File: src/rtl/multicycle_ctrl.sv
// multicycle_ctrl: multi-cycle MIPS-subset control FSM with memory watchdog; `MULTICYCLE_CTRL_JAL_EN adds JAL
module multicycle_ctrl #(
  parameter int OP_W        = 6,
  parameter int ALU_OP_W    = 3,
  parameter int MEM_TIMEOUT = 15
) (
  input  logic                clk_i,
  input  logic                rst_i,
  input  logic [OP_W-1:0]     instr_op_i,
  input  logic                mem_ready_i,
  input  logic                zero_i,
  output logic                IRWrite_o,
  output logic                PCWrite_o,
  output logic                Jump_o,
  output logic                MemRead_o,
  output logic                MemWrite_o,
  output logic                MemtoReg_o,
  output logic                RegWrite_o,
  output logic                RegDst_o,
  output logic                ALUSrc_o,
  output logic                Branch_o,
  output logic                savePC_o,
  output logic [ALU_OP_W-1:0] ALU_op_o,
  output logic [2:0]          state_o,
  output logic                illegal_o,
  output logic                timeout_o
);
  localparam int CW = $clog2(MEM_TIMEOUT + 1);
`ifdef MULTICYCLE_CTRL_JAL_EN
  localparam bit JAL_EN = 1'b1;
`else
  localparam bit JAL_EN = 1'b0;
`endif
  localparam logic [OP_W-1:0] OP_R    = OP_W'(6'h00);
  localparam logic [OP_W-1:0] OP_J    = OP_W'(6'h02);
  localparam logic [OP_W-1:0] OP_JAL  = OP_W'(6'h03);
  localparam logic [OP_W-1:0] OP_BEQ  = OP_W'(6'h04);
  localparam logic [OP_W-1:0] OP_BNE  = OP_W'(6'h05);
  localparam logic [OP_W-1:0] OP_ADDI = OP_W'(6'h08);
  localparam logic [OP_W-1:0] OP_ORI  = OP_W'(6'h0D);
  localparam logic [OP_W-1:0] OP_LUI  = OP_W'(6'h0F);
  localparam logic [OP_W-1:0] OP_LW   = OP_W'(6'h23);
  localparam logic [OP_W-1:0] OP_SW   = OP_W'(6'h2B);
  typedef enum logic [2:0] {FETCH = 3'd0, DECODE = 3'd1, EXEC = 3'd2, MEM = 3'd3, WB = 3'd4, HALT = 3'd7} state_t;
  state_t state_q, state_d;
  logic [OP_W-1:0] op_q;
  logic [CW-1:0] cnt_q, cnt_d, cnt_inc;
  logic to_q, waiting, hit, in_f, in_d, in_e, in_m, in_w, dec_j, dec_jal, legal, is_br, take_br, wb_jal, g;
  logic [ALU_OP_W-1:0] alu;
  always_comb begin
    in_f    = state_q == FETCH;
    in_d    = state_q == DECODE;
    in_e    = state_q == EXEC;
    in_m    = state_q == MEM;
    in_w    = state_q == WB;
    dec_j   = instr_op_i == OP_J;
    dec_jal = JAL_EN && instr_op_i == OP_JAL;
    legal   = dec_j || dec_jal || instr_op_i == OP_R || instr_op_i == OP_ADDI || instr_op_i == OP_BEQ ||
              instr_op_i == OP_BNE || instr_op_i == OP_ORI || instr_op_i == OP_LUI || instr_op_i == OP_LW ||
              instr_op_i == OP_SW;
    is_br   = op_q == OP_BEQ || op_q == OP_BNE;
    take_br = op_q == OP_BEQ ? zero_i : op_q == OP_BNE ? !zero_i : 1'b0;
    wb_jal  = in_w && JAL_EN && op_q == OP_JAL;
    alu     = op_q == OP_R   ? ALU_OP_W'(3'b010) :
              op_q == OP_BEQ ? ALU_OP_W'(3'b001) :
              op_q == OP_BNE ? ALU_OP_W'(3'b011) :
              op_q == OP_ORI ? ALU_OP_W'(3'b100) :
              op_q == OP_LUI ? ALU_OP_W'(3'b101) : ALU_OP_W'(3'b000);
    waiting = (in_f || in_m) && !mem_ready_i;
    cnt_inc = cnt_q + CW'(1);
    hit     = waiting && cnt_inc == CW'(MEM_TIMEOUT);
    // counter clears whenever the FSM is outside a wait, so entry to FETCH/MEM always starts at 0
    cnt_d   = state_q == HALT ? cnt_q : waiting ? cnt_inc : '0;
    state_d = FETCH;
    case (state_q)
      FETCH:   state_d = hit ? HALT : mem_ready_i ? DECODE : FETCH;
      DECODE:  state_d = (dec_j || !legal) ? FETCH : dec_jal ? WB : EXEC;
      EXEC:    state_d = is_br ? FETCH : (op_q == OP_LW || op_q == OP_SW) ? MEM : WB;
      MEM:     state_d = hit ? HALT : !mem_ready_i ? MEM : op_q == OP_LW ? WB : FETCH;
      HALT:    state_d = HALT;
      default: state_d = FETCH;
    endcase
  end
  always_ff @(posedge clk_i) begin
    if (rst_i) begin
      state_q <= FETCH;
      op_q    <= '0;
      cnt_q   <= '0;
      to_q    <= 1'b0;
    end else begin
      state_q <= state_d;
      cnt_q   <= cnt_d;
      to_q    <= to_q | hit;
      if (in_d) op_q <= instr_op_i;
    end
  end
  assign g          = !rst_i;
  assign IRWrite_o  = g && in_f && mem_ready_i;
  assign PCWrite_o  = g && ((in_f && mem_ready_i) || (in_d && dec_j) || (in_e && take_br) || wb_jal);
  assign Jump_o     = g && ((in_d && dec_j) || wb_jal);
  assign MemRead_o  = g && (in_f || (in_m && op_q == OP_LW));
  assign MemWrite_o = g && in_m && op_q == OP_SW;
  assign MemtoReg_o = g && in_w && op_q == OP_LW;
  assign RegWrite_o = g && in_w;
  assign RegDst_o   = g && in_w && op_q == OP_R;
  assign ALUSrc_o   = g && in_e && (op_q == OP_ADDI || op_q == OP_ORI || op_q == OP_LUI || op_q == OP_LW || op_q == OP_SW);
  assign Branch_o   = g && in_e && is_br;
  assign savePC_o   = g && wb_jal;
  assign ALU_op_o   = (g && in_e) ? alu : '0;
  assign state_o    = g ? state_q : 3'd0;
  assign illegal_o  = g && in_d && !legal;
  assign timeout_o  = g && to_q;
endmodule

File: config.mk
export PLATFORM = sky130hd
export DESIGN_NAME = multicycle_ctrl
export DESIGN_NICKNAME = d
export VERILOG_FILES = /design/src/rtl/multicycle_ctrl.sv
export SDC_FILE = /design/constraint.sdc
export NUM_CORES = 1
export LEC_CHECK = 0
export CAP_MARGIN = 20
export CORE_ASPECT_RATIO = 1.2
export CORE_UTILIZATION = 51
export CTS_CLUSTER_DIAMETER = 100
export DETAILED_ROUTE_END_ITERATION = 16
export GPL_TIMING_DRIVEN = 0
export MAX_ROUTING_LAYER = met4
export PLACE_DENSITY_LB_ADDON = 0.2
export SLEW_MARGIN = 20
export SYNTH_ARGS = -nofsm -noshare
export SYNTH_HDL_FRONTEND = slang
export SYNTH_SLANG_ARGS = --single-unit
export TNS_END_PERCENT = 100
File: constraint.sdc
create_clock -name clk_i -period 3.7 [get_ports clk_i]
set_clock_uncertainty 0.2 [all_clocks]
set_input_delay 0.555 -clock clk_i [delete_from_list [all_inputs] [get_ports clk_i]]
set_output_delay 0.555 -clock clk_i [all_outputs]
set_load 0.1 [all_outputs]
==> flow_summary.yaml <==
power:
  power_frac_comb: 0.268
  switchingPower_w: 0.000128
  switching_share: 0.337
  p_per_area_nw_per_um2: 264
  p_leak_nw: 0.592
  p_int_w: 0.000252
  seq_power_share: 0.428
  irDropWorstVdd_mv: 0.221
  finalPower_w: 0.000379
  clkPwrFrac: 0.303
sta:
  min_period_over_period: 0.977
  worst_hold_slack_ns: 0.277
  slew_viol_final: 0
  setup_slack_ns: 0.0866
  setup_viol: 0
  rsz0062_at_grt: "no"
  max_freq_mhz: 277
  final_hold_viol_count: 0
  period_minus_slack_ns: 3.61
  slew_headroom: 0.334
  worst_pin_slew_ns: 0.996
die:
  coreArea_um2: 1870
  die_h_um: 51.3
  die_width_um: 43.1
  io_pins: 29
  die-area_um2: 2210
  start_util: 0.552
  num_rows: 17
cts:
  cts_buffer_depth: 2
  cts.clk_slew.worst_paths_ns: 0.09
  postCtsSetupRepairBufs: 0
  worstSkewPairLatency_ns: 0.29
  cts_buffers: 3
  tritoncts: "done"
  h-tree-depth: 1
  clockRootBuffer: "clkbuf_4"
  clkSinkCount: 14
critical_path:
  regToRegSetupSlack_ns: 2.01
  crit_path_end_kind: "primary output"
  rr_startpoint: "op_q[4]"
  critPathArrivalTime_ns: 2.86
  crit_fanout: 4
  cp.required_ns: 2.94
  rr_worst_depth: 4
  r2r_end: "state_q[2]"
  startpoint_type: "primary input"
  worstSetupPathType: "primary input to primary output"
global_routing:
  grt_pass1_wl_um: 4070
  grt_max_degree: 11
  grt_pass1_vias: 916
  grt_antenna_before_repair: 0
  globalRouteTotalUtil: 0.253
  overflow: 0
yosys:
  syn-cell-area_um2: 1030
  syn_nets: 139
  syn_area_per_cell_um2: 8.14
  synth_cells: 127
  synth_cell_type_count: 43
  yosys_warnings: 0
  yosys_register_bits: 14
  yosysSeqAreaShare: 0.271
placement:
  port_buffers: 27
  hpwl_um: 1950
  place.gp.congestion: 0.841
  pre_cts_slack_ns: -0.194
min_path:
  holdPathStages: 2
  hold_start: "to_q"
  holdPathEnd: "to_q"
  hold_class: "register to register"
job:
  drv_cap: 0
drt:
  antenna_left: 0
  wl_um: 2500
  drc_errors: 0
  dr_total_vias: 1028
  first_pass_iters: 4
  drt_iter0_markers: 14
  wire_per_inst_um: 14.1
  routed_via_density: 5.81
finish:
  drive_gt1_frac: 0.209
  diodes: 0
  nets: 171
  fillerInstances: 143
  areaGrowthSynthToFinish_pct: 39.0
  final_util: 0.767
outcome:
  status: "completed"
-- cell families after synthesis --
| group | after synthesis | share of synthesized area |
|---|---|---|
| AOI/OAI and AO/OA | 23 | 0.155 |
| xor gates and xnor gates | 4 | 0.0339 |
| adders and majority gates | 2 | 0.0242 |
| buffers and inverters | 12 | 0.0738 |
| DFF | 14 | 0.271 |
| muxes | 6 | 0.0581 |
| other | 1 | 0.00363 |
| and+or+nand+nor | 65 | 0.380 |
-- routing by layer --
metal  track usage  share of wire  vias to the layer above
li1              -              -                      505
met1         0.287           0.42                      488
met2         0.443           0.53                       30
met3        0.0212          0.035                        5
met4         0.121          0.019                        0
met5             -              0                        -
-- cells in the mapped netlist, drive strengths merged --
library cell  number  share of area
a211oi             2          0.015
a21o               2          0.015
a21oi              8          0.039
a22oi              1          0.012
a31oi              1         0.0061
a41oi              1         0.0085
and2               2          0.012
and2b              1         0.0073
and3               1         0.0061
buf                8          0.059
clkbuf             1         0.0036
conb               1         0.0036
dfxtp             14           0.27
ha                 2          0.024
inv                3          0.011
mux2i              6          0.058
nand2              9          0.033
nand2b             3          0.018
nand3              2         0.0097
nand3b             1         0.0073
nand4              1         0.0061
nand4b             2          0.031
nor2              20          0.075
nor2b              5          0.030
nor3               7          0.050
nor3b              3          0.022
nor4               4          0.039
o21a               1         0.0073
o21ai              6          0.033
o31ai              1          0.021
or2                1         0.0085
or3b               3          0.025
xor2               4          0.034
-- cells in the final DEF (no fill, tap or decap), drive strengths merged, types with 2 or more instances in the layout --
cell type and count:
nor2b 5, o21ai 6, clkdlybuf4s50 22, a211oi 2, inv 3, clkbuf 5, dlygate4sd2 3, ha 2
mux2i 6, nand3 2, dfxtp 14, xor2 4, nand4b 2, and2 2, a21o 2, nand2 9
nor4 4, a21oi 8, or3b 3, nand2b 3, nor2 20, dlymetal6s2s 2, nor3 7, buf 8
nor3b 3
-- how the worst max path moves through the flow --
stage	from	endpoint	slack, ns	depth (start not counted)
6_report	rst_i	ALUSrc_o	0.09	5
5_1_grt	rst_i	ALUSrc_o	0.02	5
4_1_cts	rst_i	ALU_op_o[0]	0.009	6
3_5_place_dp	rst_i	IRWrite_o	-0.19	5
3_3_place_gp	rst_i	IRWrite_o	-0.11	5
2_1_floorplan	rst_i	ALUSrc_o	-0.72	3
-- state kept, by name, summed over array words and instances, names as in the netlist --
| register | count |
|---|---|
| op_q | 6 |
| cnt_q | 4 |
| to_q | 1 |
| state_q | 3 |
-- layout make-up --
cell class,count,area (um2),share of cell area
multi-input cells,101,748,0.521
flip-flops and latches,14,280,0.195
inverters,3,11.3,0.00784
clock buffers,4,36.3,0.0253
well taps,19,23.8,0.0166
plain buffers,9,65.1,0.0453
repair buffers,27,272,0.189
-- repair_timing --
action / in CTS / in global routing
gates resized for setup: 3 / 2
setup endpoints to repair: 3 / 2
hold endpoints to repair: 0 / 0
hold buffers: 0 / 0
-- metrics by stage --
stage,TNS [ns],std cells,area [um2]
after floorplan,-0.769,127,1100
after global placement,-0.216,173,1400
after global routing,0,177,1440
after detailed placement,-0.388,173,1400
final,0,177,1440
after CTS,0,177,1430
-- power by group through the flow --
stage	clock network [W]	registers, W	logic (W)
CTS	0.000118	0.000162	0.000102
detailed placement	0	0.000166	0.000103
floorplan	0	0.000164	0.0000757
finish	0.000115	0.000162	0.000102
global route	0.000119	0.000163	0.000109
global placement	0	0.000165	0.000101
-- worst max-delay path, stage by stage --
cell and delay [ns]:
clkdlybuf4s50_1 0.49, and2b_2 0.26, nand2_1 0.17, a211oi_1 0.21, clkdlybuf4s50_1 1.17
Note: power is estimated with default switching activity, not from simulation.
